## src/rtl/spi_register_pkg.sv

```systemverilog
// Shared types and default sizing for the SPI register word writer.
package spi_register_pkg;

    typedef enum logic {
        IDLE,
        COLLECT
    } asm_state_t;

    localparam int DEFAULT_WORD_BYTES = 4;
    localparam int DEFAULT_FIFO_DEPTH = 4;

endpackage

```

## src/rtl/spi_register_fifo.sv

```systemverilog
// Synchronous first-word-fall-through FIFO with exact registered level.
module spi_register_fifo
    import spi_register_pkg::*;
#(
    parameter int WIDTH = 8 * DEFAULT_WORD_BYTES,
    parameter int DEPTH = DEFAULT_FIFO_DEPTH,
    localparam int AW = $clog2(DEPTH),
    localparam int LW = AW + 1
) (
    input  logic             clock,
    input  logic             reset,
    input  logic             push,
    input  logic [WIDTH-1:0] push_data,
    input  logic             pop,
    output logic [WIDTH-1:0] head,
    output logic             full,
    output logic             empty,
    output logic [LW-1:0]    level
);

    logic [WIDTH-1:0] mem [DEPTH];
    logic [AW-1:0]    rd_ptr;
    logic [AW-1:0]    wr_ptr;
    logic             do_pop;
    logic             do_push;

    assign empty   = (level == '0);
    assign full    = (level == LW'(DEPTH));
    assign do_pop  = pop && !empty;
    // A full FIFO still takes a word when the head leaves this cycle.
    assign do_push = push && (!full || do_pop);
    assign head    = empty ? '0 : mem[rd_ptr];

    always_ff @(posedge clock) begin
        if (do_push && !reset) begin
            mem[wr_ptr] <= push_data;
        end
    end

    always_ff @(posedge clock) begin
        if (reset) begin
            rd_ptr <= '0;
            wr_ptr <= '0;
            level  <= '0;
        end else begin
            if (do_push) begin
                wr_ptr <= wr_ptr + 1'b1;
            end
            if (do_pop) begin
                rd_ptr <= rd_ptr + 1'b1;
            end
            if (do_push && !do_pop) begin
                level <= level + 1'b1;
            end else if (do_pop && !do_push) begin
                level <= level - 1'b1;
            end
        end
    end

endmodule

```

## src/rtl/spi_register_word_writer.sv

```systemverilog
// Assembles SPI bytes MSB-first into words and queues them in a FIFO.
module spi_register_word_writer
    import spi_register_pkg::*;
#(
    parameter int WORD_BYTES = DEFAULT_WORD_BYTES,
    parameter int FIFO_DEPTH = DEFAULT_FIFO_DEPTH,
    localparam int W  = 8 * WORD_BYTES,
    localparam int LW = $clog2(FIFO_DEPTH) + 1,
    localparam int IW = $clog2(WORD_BYTES) + 1
) (
    input  logic          clock,
    input  logic          reset,
    input  logic          enable,
    input  logic [7:0]    data_in,
    input  logic          data_in_valid,
    output logic [W-1:0]  word_out,
    output logic          word_out_valid,
    input  logic          word_out_ready,
    output logic [LW-1:0] fill_level,
    output logic          overflow
);

    localparam logic [IW-1:0] LAST = IW'(WORD_BYTES - 1);

    asm_state_t      state;
    logic            prev_enable;
    logic [IW-1:0]   byte_index;
    logic [W-1:0]    shift_reg;
    logic [W+7:0]    shifted;
    logic            take;
    logic            push;
    logic            full;
    logic            empty;

    assign shifted = {shift_reg, data_in};
    assign take    = (state == COLLECT) && enable && data_in_valid;
    assign push    = take && (byte_index == LAST);
    assign word_out_valid = !empty;

    spi_register_fifo #(
        .WIDTH(W),
        .DEPTH(FIFO_DEPTH)
    ) u_fifo (
        .clock(clock),
        .reset(reset),
        .push(push),
        .push_data(shifted[W-1:0]),
        .pop(word_out_ready),
        .head(word_out),
        .full(full),
        .empty(empty),
        .level(fill_level)
    );

    // Reset leaves prev_enable high so an open transaction must re-rise.
    always_ff @(posedge clock) begin
        if (reset) begin
            state       <= IDLE;
            prev_enable <= 1'b1;
            byte_index  <= '0;
            shift_reg   <= '0;
        end else begin
            prev_enable <= enable;
            unique case (state)
                IDLE: begin
                    if (enable && !prev_enable) begin
                        state <= COLLECT;
                    end
                end
                COLLECT: begin
                    if (!enable) begin
                        state      <= IDLE;
                        byte_index <= '0;
                        shift_reg  <= '0;
                    end else if (push) begin
                        byte_index <= '0;
                        shift_reg  <= '0;
                    end else if (take) begin
                        byte_index <= byte_index + 1'b1;
                        shift_reg  <= shifted[W-1:0];
                    end
                end
            endcase
        end
    end

    always_ff @(posedge clock) begin
        if (reset) begin
            overflow <= 1'b0;
        end else if (push && full && !(word_out_ready && word_out_valid)) begin
            overflow <= 1'b1;
        end
    end

endmodule

```

## config.mk

```make
export PLATFORM = sky130hd
export DESIGN_NAME = spi_register_word_writer
export DESIGN_NICKNAME = d
export VERILOG_FILES = /design/src/rtl/spi_register_pkg.sv /design/src/rtl/spi_register_fifo.sv /design/src/rtl/spi_register_word_writer.sv
export SDC_FILE = /design/constraint.sdc
export NUM_CORES = 1
export LEC_CHECK = 0
export ABC_AREA = 1
export CAP_MARGIN = 20
export CORE_UTILIZATION = 35
export DETAILED_ROUTE_END_ITERATION = 10
export PLACE_DENSITY_LB_ADDON = 0.1
export SLEW_MARGIN = 20
export SYNTH_ARGS = -nofsm -noshare
export SYNTH_HDL_FRONTEND = slang
export SYNTH_SLANG_ARGS = --single-unit
```

## constraint.sdc

```tcl
create_clock -name clock -period 2.6 [get_ports clock]
set_input_delay 0.52 -clock clock [delete_from_list [all_inputs] [get_ports clock]]
set_output_delay 0.52 -clock clock [all_outputs]
set_load 0.01 [all_outputs]
```

==> metrics.txt, run 1 <==
final core utilization=44.7%; Buf/Inv on CP=3; DRC viols=3; Primary FF master, synth=edfxtp_1; Final Hold Viols=0; row cnt=between 40 and 50; R2R setup slack=0.51 ns; cts bufs inserted=17; area leader, netlist=edfxtp_1; CP Cell Sequence=inv_1, buf_4, nor2_1, o21ai_0, a21oi_1, clkdlybuf4s50_1; Initial Utilization=36.1%; RSZ-0062 raised after global routing=yes; CTS clk-pin slew, worst paths=0.06 ns; diode count=0; Net Count, Synth=624; Yosys top cell area share=58.4%; routability cong.=about 0.76; Ys Warns=0; grt total ovfl=0; Hold Crit Class=flop to flop; DR WL/cell=16.5 um; Crit-path slowest cell=clkdlybuf4s50_1; number of port buffers=49; max reg flops=128; clk root buf=clkbuf_16; clock sink total=between 150 and 200; CTS tree=built; Post-Syn Instances=between 600 and 700; Synth Register Bits=167; crit path kind=flop to output port; number of enable flip-flop cells after synthesis=128; crit start category=flop; Int Pwr=5.05 mW; Async S/R FF share, synth=0%; Vias/cell=between 4 and 5; crit path DAT=2.00 ns; switching share of total power=28.2%; die area=0.0194 mm2; Post-Syn Area=0.00658 mm2; NetSw=1.98 mW; Netlist cell types=25; Area contributors post-synth=edfxtp_1 58%, dfxtp_1 12%, nor2_1 8.4%, o21ai_0 4.9%, nand2_1 4.6%; max frequency=397 MHz; sequential-to-total area share from yosys stat=70.3%; WL final=14900 um; cts-stage hold buffer count=0; Total GRT Usage=16.3%; I/O Pins=50; worst-margin pin slew=0.410 ns; slew margin rel.=72.6%; DRT Pass-1 Iters=10; first-pass GRT wire length=23800 um; syn avg cell area=10.9 um2; most numerous cell in the Yosys netlist=nor2_1; initial antenna violation count=0; Clk Latency, worst-skew pair=0.42 ns; fin area=0.00814 mm2; vias in the first global route=4344; Final setup viols=0; Layout Nets=between 600 and 700; largest net degree at the start of global routing=43; CP max stage delay=0.54 ns; Die W=139 um; Peak VDD IR=0.501 mV; CTS H-Tree Depth=4; Crit. End Element=output port; P_leak=about 3.2 nW; post-DP HPWL=8860 um; part of the power in combinational logic=24.1%; min cycle time layout=2.52 ns; Slew Viols, Final=0; clk_skew=0.00776 ns; pwr/cell area=about 860 mW/mm2; Vias=4365; Critical Path Fanout Max=20; CP top delay family=buffers and inverters; run status=finished, violations left; Cell Area, Placed=approximately 0.0075 mm2; share of layout cells above drive strength 1=10.3%; Clk network pwr share=34.1%; commonest cells in the synthesized netlist=148 x nor2_1, 128 x edfxtp_1, 81 x nand2_1; Core ar.=~0.018 mm2; post-route ant nets=0; Die Ht=139 um; starting DRC count in detailed routing=roughly 220; sequential share of power=41.8%; failing checks=DRC; post-route clock period utilization=96.8%; Max-Cap Viols=0; Area Growth Syn to Fin=23.7%; Max Buffers Root-to-Sink=2; worst path required time=2.08 ns
## layout make-up
cell class,instances,area [um2]
clock buffer,22,454
clock inverter,9,105
fill,1685,10100
inverter,30,113
multi-input combinational,376,1720
sequential,167,4630
tap,229,287
timing repair buffer,74,833
## what timing repair did
| action | in CTS | in global routing |
|---|---|---|
| pin swaps | 0 | 0 |
| cloned | 0 | 1 |
| endpoints found under the setup margin | 32 | 23 |
| buffers inserted | 0 | 0 |
| resized for setup | 19 | 26 |
## path summary, 6_finish.rpt
check	from	end	cells past startpoint
max	flop	word_out[25]	6
min	prev_enable	state	1
max reg2reg	byte_index[0]	u_fifo.level[2]	14
min reg2reg	prev_enable	state	1
## layout by cell type, fill, tap and decap left out, drive strengths merged, types with 22 or more instances in the layout
master and count:
o21ai 67, clkdlybuf4s50 22, a21oi 50, edfxtp 128, buf 24, clkbuf 23, dfxtp 39, inv 29
nor2 150, nand2 81
## metrics by stage
stage	setup slack [ns]	power, mW	hold WS, ns	cells	setup TNS, ns
floorplan	-0.159	3.83	0.394	604	-20.39
detailed placement	0.112	4.69	0.406	875	0
global placement	0.152	4.68	0.402	875	0
finish	0.0836	7.03	0.417	907	0
global route	-0.0836	7.37	0.438	907	-0.174
CTS	-0.0245	7.08	0.418	906	-0.0245
## per-layer routing
| layer | track usage (%) | part of all wire (%) | wire length (um) |
|---|---|---|---|
| met5 | 0 | 0 | 0 |
| met4 | 5.38 | 1.1 | 169 |
| met3 | 3.94 | 3.0 | 441 |
| met2 | 27.1 | 49 | 7260 |
| met1 | 20.9 | 47 | 7080 |
## power groups by stage
stage / registers, mW / logic [mW] / clock network (mW)
global placement: 2.97 / 1.71 / 0
floorplan: 2.97 / 0.866 / 0
finish: 2.94 / 1.69 / 2.39
CTS: 2.93 / 1.71 / 2.45
detailed placement: 2.98 / 1.71 / 0
global route: 2.94 / 1.88 / 2.54
## worst register-to-register path: stages, from the launching register on
cell and delay (ns):
dfxtp_1 0.35, ha_1 0.19, nand2_1 0.08, inv_1 0.12, nand2_1 0.12, nor2_2 0.11, ha_1 0.19, inv_1 0.07
fa_1 0.38, inv_1 0.06, nand2_1 0.05, nand3b_1 0.11, nand2_1 0.06, nand2_1 0.05, nor2_1 0.04
## kinds of logic (layout without fill, tap and decap cells)
group / after synthesis / in the layout / share of synthesized area (%)
simple gates: 251 / 251 / 15.0
flops: 167 / 167 / 70.3
compound gates: 118 / 118 / 9.18
buf+inv: 61 / 135 / 4.14
fa+ha+maj: 7 / 7 / 1.44
No activity file was read; power rests on OpenSTA's default activity.
==> inputs of run 2 (changes only) <==
--- a/config.mk
+++ b/config.mk
@@ -8,7 +8,9 @@
 export ABC_AREA = 1
 export CAP_MARGIN = 20
 export CORE_UTILIZATION = 35
+export CTS_CLUSTER_DIAMETER = 30
 export DETAILED_ROUTE_END_ITERATION = 10
+export GPL_ROUTABILITY_DRIVEN = 0
 export PLACE_DENSITY_LB_ADDON = 0.1
 export SLEW_MARGIN = 20
 export SYNTH_ARGS = -nofsm -noshare
==> results of run 2 <==
Final layout, timing and power as in run 1 (identical DEF).
